<file path="src/rtl/bus_rr_arbiter_bcast.sv">
// -----------------------------------------------------------------------------
// bus_rr_arbiter_bcast
//
// Moves packets between drvrs device FIFOs over one shared bus. Each transfer
// takes three cycles: IDLE picks a source, POP consumes that source's FIFO
// head, PUSH delivers the packet to its destination. The destination is one
// device, all devices except the source (broadcast), or nobody when the
// destination field is out of range. Out-of-range packets are counted in a
// saturating drop counter.
//
// Ports
//   clk        : clock, all state changes on posedge
//   reset      : asynchronous, active-low
//   pndng      : per-device "FIFO non-empty"; the head word is valid on D_pop
//   D_pop      : flattened FIFO heads, device i at [i*pckg_sz +: pckg_sz]
//   pop        : one-hot, one-cycle pulse consuming the head of device i
//   push       : one-/multi-hot, one-cycle pulse writing D_push into device j
//   D_push     : packet on the bus; meaningful only where push is set
//   grant_vld  : high during POP and PUSH
//   grant_id   : current or most recent source index
//   drop_cnt   : saturating count of dropped packets
//   dbg_state  : FSM state (0 IDLE, 1 POP, 2 PUSH)
//
// Handshake: pndng[i] is a level meaning "device i has a word at its head".
// A one-cycle pop[i] consumes that word at the end of the cycle in which pop
// is high. A one-cycle push[j] means device j must take D_push at the end of
// that cycle. There is no back-pressure on push.
// -----------------------------------------------------------------------------
module bus_rr_arbiter_bcast #(
   parameter int              drvrs     = 4,
   parameter int              pckg_sz   = 16,
   parameter int              ID_W      = 8,
   parameter logic [ID_W-1:0] broadcast = {ID_W{1'b1}},
   parameter int              ARB_MODE  = 1,
   parameter int              CNT_W     = 16
) (
   input  logic                       clk,
   input  logic                       reset,
   input  logic [drvrs-1:0]           pndng,
   input  logic [drvrs*pckg_sz-1:0]   D_pop,
   output logic [drvrs-1:0]           pop,
   output logic [drvrs-1:0]           push,
   output logic [pckg_sz-1:0]         D_push,
   output logic                       grant_vld,
   output logic [$clog2(drvrs)-1:0]   grant_id,
   output logic [CNT_W-1:0]           drop_cnt,
   output logic [1:0]                 dbg_state
);

   localparam int GID_W = $clog2(drvrs);
   localparam logic [drvrs-1:0] ONE_HOT0 = {{(drvrs-1){1'b0}}, 1'b1};

   typedef enum logic [1:0] {
      S_IDLE = 2'd0,
      S_POP  = 2'd1,
      S_PUSH = 2'd2
   } state_t;

   state_t               state_q, state_d;
   logic [drvrs-1:0]     pop_q, pop_d;
   logic [drvrs-1:0]     push_q, push_d;
   logic [pckg_sz-1:0]   d_push_q, d_push_d;
   logic                 grant_vld_q, grant_vld_d;
   logic [GID_W-1:0]     grant_id_q, grant_id_d;
   logic [CNT_W-1:0]     drop_cnt_q, drop_cnt_d;
   logic [GID_W-1:0]     rr_ptr_q, rr_ptr_d;

   logic [GID_W-1:0]     win_idx;
   int                   rr_idx;
   logic [pckg_sz-1:0]   head;
   logic [ID_W-1:0]      dest;

   // Winner search. Loops run from the far end downwards so that the
   // candidate closest to the start of the search is the last assignment.
   always_comb begin
      win_idx = '0;
      rr_idx  = 0;
      if (ARB_MODE == 0) begin
         for (int i = drvrs - 1; i >= 0; i--) begin
            if (pndng[i]) win_idx = GID_W'(i);
         end
      end else begin
         for (int k = drvrs - 1; k >= 0; k--) begin
            rr_idx = int'(rr_ptr_q) + k;
            if (rr_idx >= drvrs) rr_idx = rr_idx - drvrs;
            if (pndng[rr_idx]) win_idx = GID_W'(rr_idx);
         end
      end
   end

   // The packet is decoded while it is still on D_pop during POP, so that
   // push, D_push and drop_cnt can all be registered into the PUSH cycle.
   assign head = D_pop[int'(grant_id_q)*pckg_sz +: pckg_sz];
   assign dest = head[pckg_sz-1 -: ID_W];

   always_comb begin
      state_d     = state_q;
      pop_d       = '0;
      push_d      = '0;
      d_push_d    = d_push_q;
      grant_vld_d = grant_vld_q;
      grant_id_d  = grant_id_q;
      drop_cnt_d  = drop_cnt_q;
      rr_ptr_d    = rr_ptr_q;

      case (state_q)
         S_IDLE: begin
            if (|pndng) begin
               grant_id_d  = win_idx;
               grant_vld_d = 1'b1;
               pop_d       = ONE_HOT0 << win_idx;
               if (int'(win_idx) == drvrs - 1) rr_ptr_d = '0;
               else                            rr_ptr_d = win_idx + GID_W'(1);
               state_d     = S_POP;
            end
         end
         S_POP: begin
            d_push_d = head;
            if (dest == broadcast) begin
               push_d = ~(ONE_HOT0 << grant_id_q);
            end else if (int'(dest) < drvrs) begin
               push_d = ONE_HOT0 << dest;
            end else if (drop_cnt_q != {CNT_W{1'b1}}) begin
               drop_cnt_d = drop_cnt_q + CNT_W'(1);
            end
            state_d = S_PUSH;
         end
         S_PUSH: begin
            grant_vld_d = 1'b0;
            state_d     = S_IDLE;
         end
         default: begin
            grant_vld_d = 1'b0;
            state_d     = S_IDLE;
         end
      endcase
   end

   always_ff @(posedge clk or negedge reset) begin
      if (!reset) begin
         state_q     <= S_IDLE;
         pop_q       <= '0;
         push_q      <= '0;
         d_push_q    <= '0;
         grant_vld_q <= 1'b0;
         grant_id_q  <= '0;
         drop_cnt_q  <= '0;
         rr_ptr_q    <= '0;
      end else begin
         state_q     <= state_d;
         pop_q       <= pop_d;
         push_q      <= push_d;
         d_push_q    <= d_push_d;
         grant_vld_q <= grant_vld_d;
         grant_id_q  <= grant_id_d;
         drop_cnt_q  <= drop_cnt_d;
         rr_ptr_q    <= rr_ptr_d;
      end
   end

   assign pop       = pop_q;
   assign push      = push_q;
   assign D_push    = d_push_q;
   assign grant_vld = grant_vld_q;
   assign grant_id  = grant_id_q;
   assign drop_cnt  = drop_cnt_q;
   assign dbg_state = state_q;

endmodule
</file>
<file path="config.mk">
export PLATFORM = sky130hd
export DESIGN_NAME = bus_rr_arbiter_bcast
export DESIGN_NICKNAME = d
export VERILOG_FILES = /design/src/rtl/bus_rr_arbiter_bcast.sv
export SDC_FILE = /design/constraint.sdc
export NUM_CORES = 1
export LEC_CHECK = 0
export BUFFER_PORTS_ARGS = -buffer_cell sky130_fd_sc_hd__buf_2
export CORE_MARGIN = 2
export CORE_UTILIZATION = 47
export CTS_BUF_LIST = sky130_fd_sc_hd__clkbuf_16
export DETAILED_ROUTE_END_ITERATION = 7
export HOLD_SLACK_MARGIN = 0.02
export PLACE_DENSITY = 0.86
export SETUP_SLACK_MARGIN = 0.2
export SKIP_CTS_REPAIR_TIMING = 1
export SLEW_MARGIN = 10
export SYNTH_ARGS = -nofsm -noshare
export SYNTH_HDL_FRONTEND = slang
export SYNTH_SLANG_ARGS = --single-unit
</file>
<file path="constraint.sdc">
create_clock -name clk -period 2.6 [get_ports clk]
set_clock_uncertainty 0.05 [all_clocks]
set_input_delay 0.52 -clock clk [delete_from_list [all_inputs] [get_ports clk]]
set_output_delay 0.52 -clock clk [all_outputs]
set_load 0.02 [all_outputs]
</file>
==> results.md <==
- Status: completed
- Tmin final: 2320 ps
- Wl on met1: 2470 µm
- Vias in the first global route: 2162
- Post-DP HPWL: 4860 µm
- Via count: approximately 2.3k
- Filler instances: 400
- Final Cycle Share: 0.893
- Met2 WL post-DR: 3230 µm
- FMAX: 0.431 GHz
- Min-delay worst type: input pin to async pin
- Die Area: 0.00590 mm²
- CTS max path bufs: 2
- Clock transition at path regs: about 60 ps
- CTS tree: done
- Proportion of layout cells with a drive suffix above 1: 0.420
- WL met3: 556 µm
- CTS sink count: 47
- Pins Over Slew Limit: 0
- Number of buffers added on ports: 114
- Worst-case vdd ir drop: between 500 and 600 µV
- Top-count cell post-synth: nand2_1
- Syn nets: 301
- Clock Root Buffer: clkbuf_16
- Post-synth top cells: 54 x nand2_1, 47 x dfrtp_1, 14 x xnor2_1
- Crit path launch type: flip-flop
- Core area: 0.00511 mm²
- Htree depth: 2
- Site row count: 26
- # setup viols final: 0
- Post-Syn Instances: around 230
- First-pass GRT wire length: 10000 µm
- Asr flop ratio synth: 1.00
- Worst Path Arrival: about 2400 ps
- Power Total: between 3 and 4 mW
- Fin nets: 422
- Max layer used: met4
- Drt pass-1 iters: 4
- Synth Flop Type: dfrtp_1
- Final hold vios: 0
- Maxcap violations: 0
- Synth area leaders: dfrtp_1 47%, mux4_2 9.0%, nand2_1 8.1%
- RSZ-0062 raised after global routing: false
- DRT Wirelength: 6330 µm
- Worst-margin pin slew: 801 ps
- Synthesized area per cell: 11.0 µm²
- DRC Markers: 0
- Pin count of the biggest net entering global routing: 38
- Seq cells post-synth: 47
- Critical-path maximum fanout: 10
- Routed Antenna Nets: 0
- Layout Area Growth over Synthesis: 34.0%
- All-layer global routing usage: 0.213
- Setup WS post-layout: 278 ps
- Total congestion overflow: 0
- Die Span Y: 76.8 µm
- Slew margin rel.: 0.466
- Mapped cell area: 0.00249 mm²
- Register area share after synthesis: 0.472
- 1st-iter DRT viols: 115
- Clk_lat worst skew: around 280 ps
- Worst Path Required: 2720 ps
- Fin util: 0.653
- Power per cell area: between 1000 and 1500 mW/mm²
- Final setup TNS: 0 ps
- Top Ports: between 100 and 150
- Yosys top cell by area: dfrtp_1
- Setup CP Type: flip-flop to flip-flop
- Initial antenna violation count: 0
- Synth unique cells: 38
- Post-synth EDFFs: 0
- Post-synth top area share: 0.472
- Yosys warns: 0
- Drt via density: around 5.4
- Die Wd: between 70 and 80 µm
- Routability Congestion: 0.793
- Pre-CTS setup slack: 48.0 ps
- Lkg Pwr: around 1.7 nW
- CP Capture Type: flip-flop
- Ant diodes: 0
- Drt wl/cell: 15.1 µm
- Starting Density: 0.488
- Num CTS Buffers: 5
[layout by cell type (no fill, tap or decap), types with 8 or more instances in the layout]
cell	count
xnor2_1	14
nand3_1	8
nand2_1	54
inv_1	8
buf_2	114
nand4_1	11
mux4_2	10
buf_4	9
a21oi_1	8
dfrtp_1	46
[through the flow]
stage / hold slack, ps / area [µm²] / cells
finish: 272 / 3340 / 418
global route: 347 / 3340 / 418
CTS: 297 / 3320 / 416
detailed placement: 410 / 3160 / 408
global placement: 403 / 3160 / 408
floorplan: 174 / 2490 / 226
[sequential cells by signal, summed over array words and instances (netlist names)]
name	cells
dbg_state	2
drop_cnt	16
pop	4
grant_vld	1
grant_id	2
D_push	16
rr_ptr_q	2
push	4
[routing by layer]
metal | vias to the layer above | GRT usage
met5 | - | 0
li1 | 1049 | -
met4 | 0 | 0.0600
met3 | 8 | 0.0388
met2 | 122 | 0.374
met1 | 1076 | 0.271
[worst max-delay path: stages (launching register included)]
cell	delay [ps]
dfrtp_2	510
mux4_2	600
nor4_4	290
buf_4	200
nand2_4	90
and2_4	170
mux2_1	300
[kinds of logic (layout without fill, tap and decap cells)]
kind of cell	count (synthesis)	count (layout)	synth area share
simple gates	103	103	0.209
flops	47	47	0.472
compound gates	21	21	0.0513
buf+inv	18	140	0.0312
mux	17	17	0.158
xor+xnor	15	15	0.0528
fa+ha+maj	5	5	0.0251
[cell type report]
cell class,count,area (µm²),area share
clock buffers,5,125,0.0375
multi-input cells,161,1240,0.370
well taps,70,87.6,0.0262
flip-flops and latches,47,1180,0.353
inverters,9,33.8,0.0101
repair buffers,123,638,0.191
clock inverters,3,38.8,0.0116
[worst paths after layout]
kind	start	endpoint	slack, ps	depth (start not counted)
max	grant_id[0]$_DFFE_PN0P_	drop_cnt[1]$_DFFE_PN0P_	280	6
min	reset	drop_cnt[8]$_DFFE_PN0P_	270	1
max reg2reg	grant_id[0]$_DFFE_PN0P_	drop_cnt[1]$_DFFE_PN0P_	280	6
min reg2reg	D_push[15]$_DFFE_PN0P_	D_push[15]$_DFFE_PN0P_	420	2
max in group asynchronous	reset	grant_id[0]$_DFFE_PN0P_	1540	2
min in group clk	D_push[15]$_DFFE_PN0P_	D_push[15]$_DFFE_PN0P_	420	2
[where the power goes]
| group | internal, mW | switching (mW) |
|---|---|---|
| Sequential | 0.978 | 0.200 |
| Combinational | 0.699 | 1.02 |
| Clock | 0.448 | 0.252 |
No activity file was read; power rests on OpenSTA's default activity.
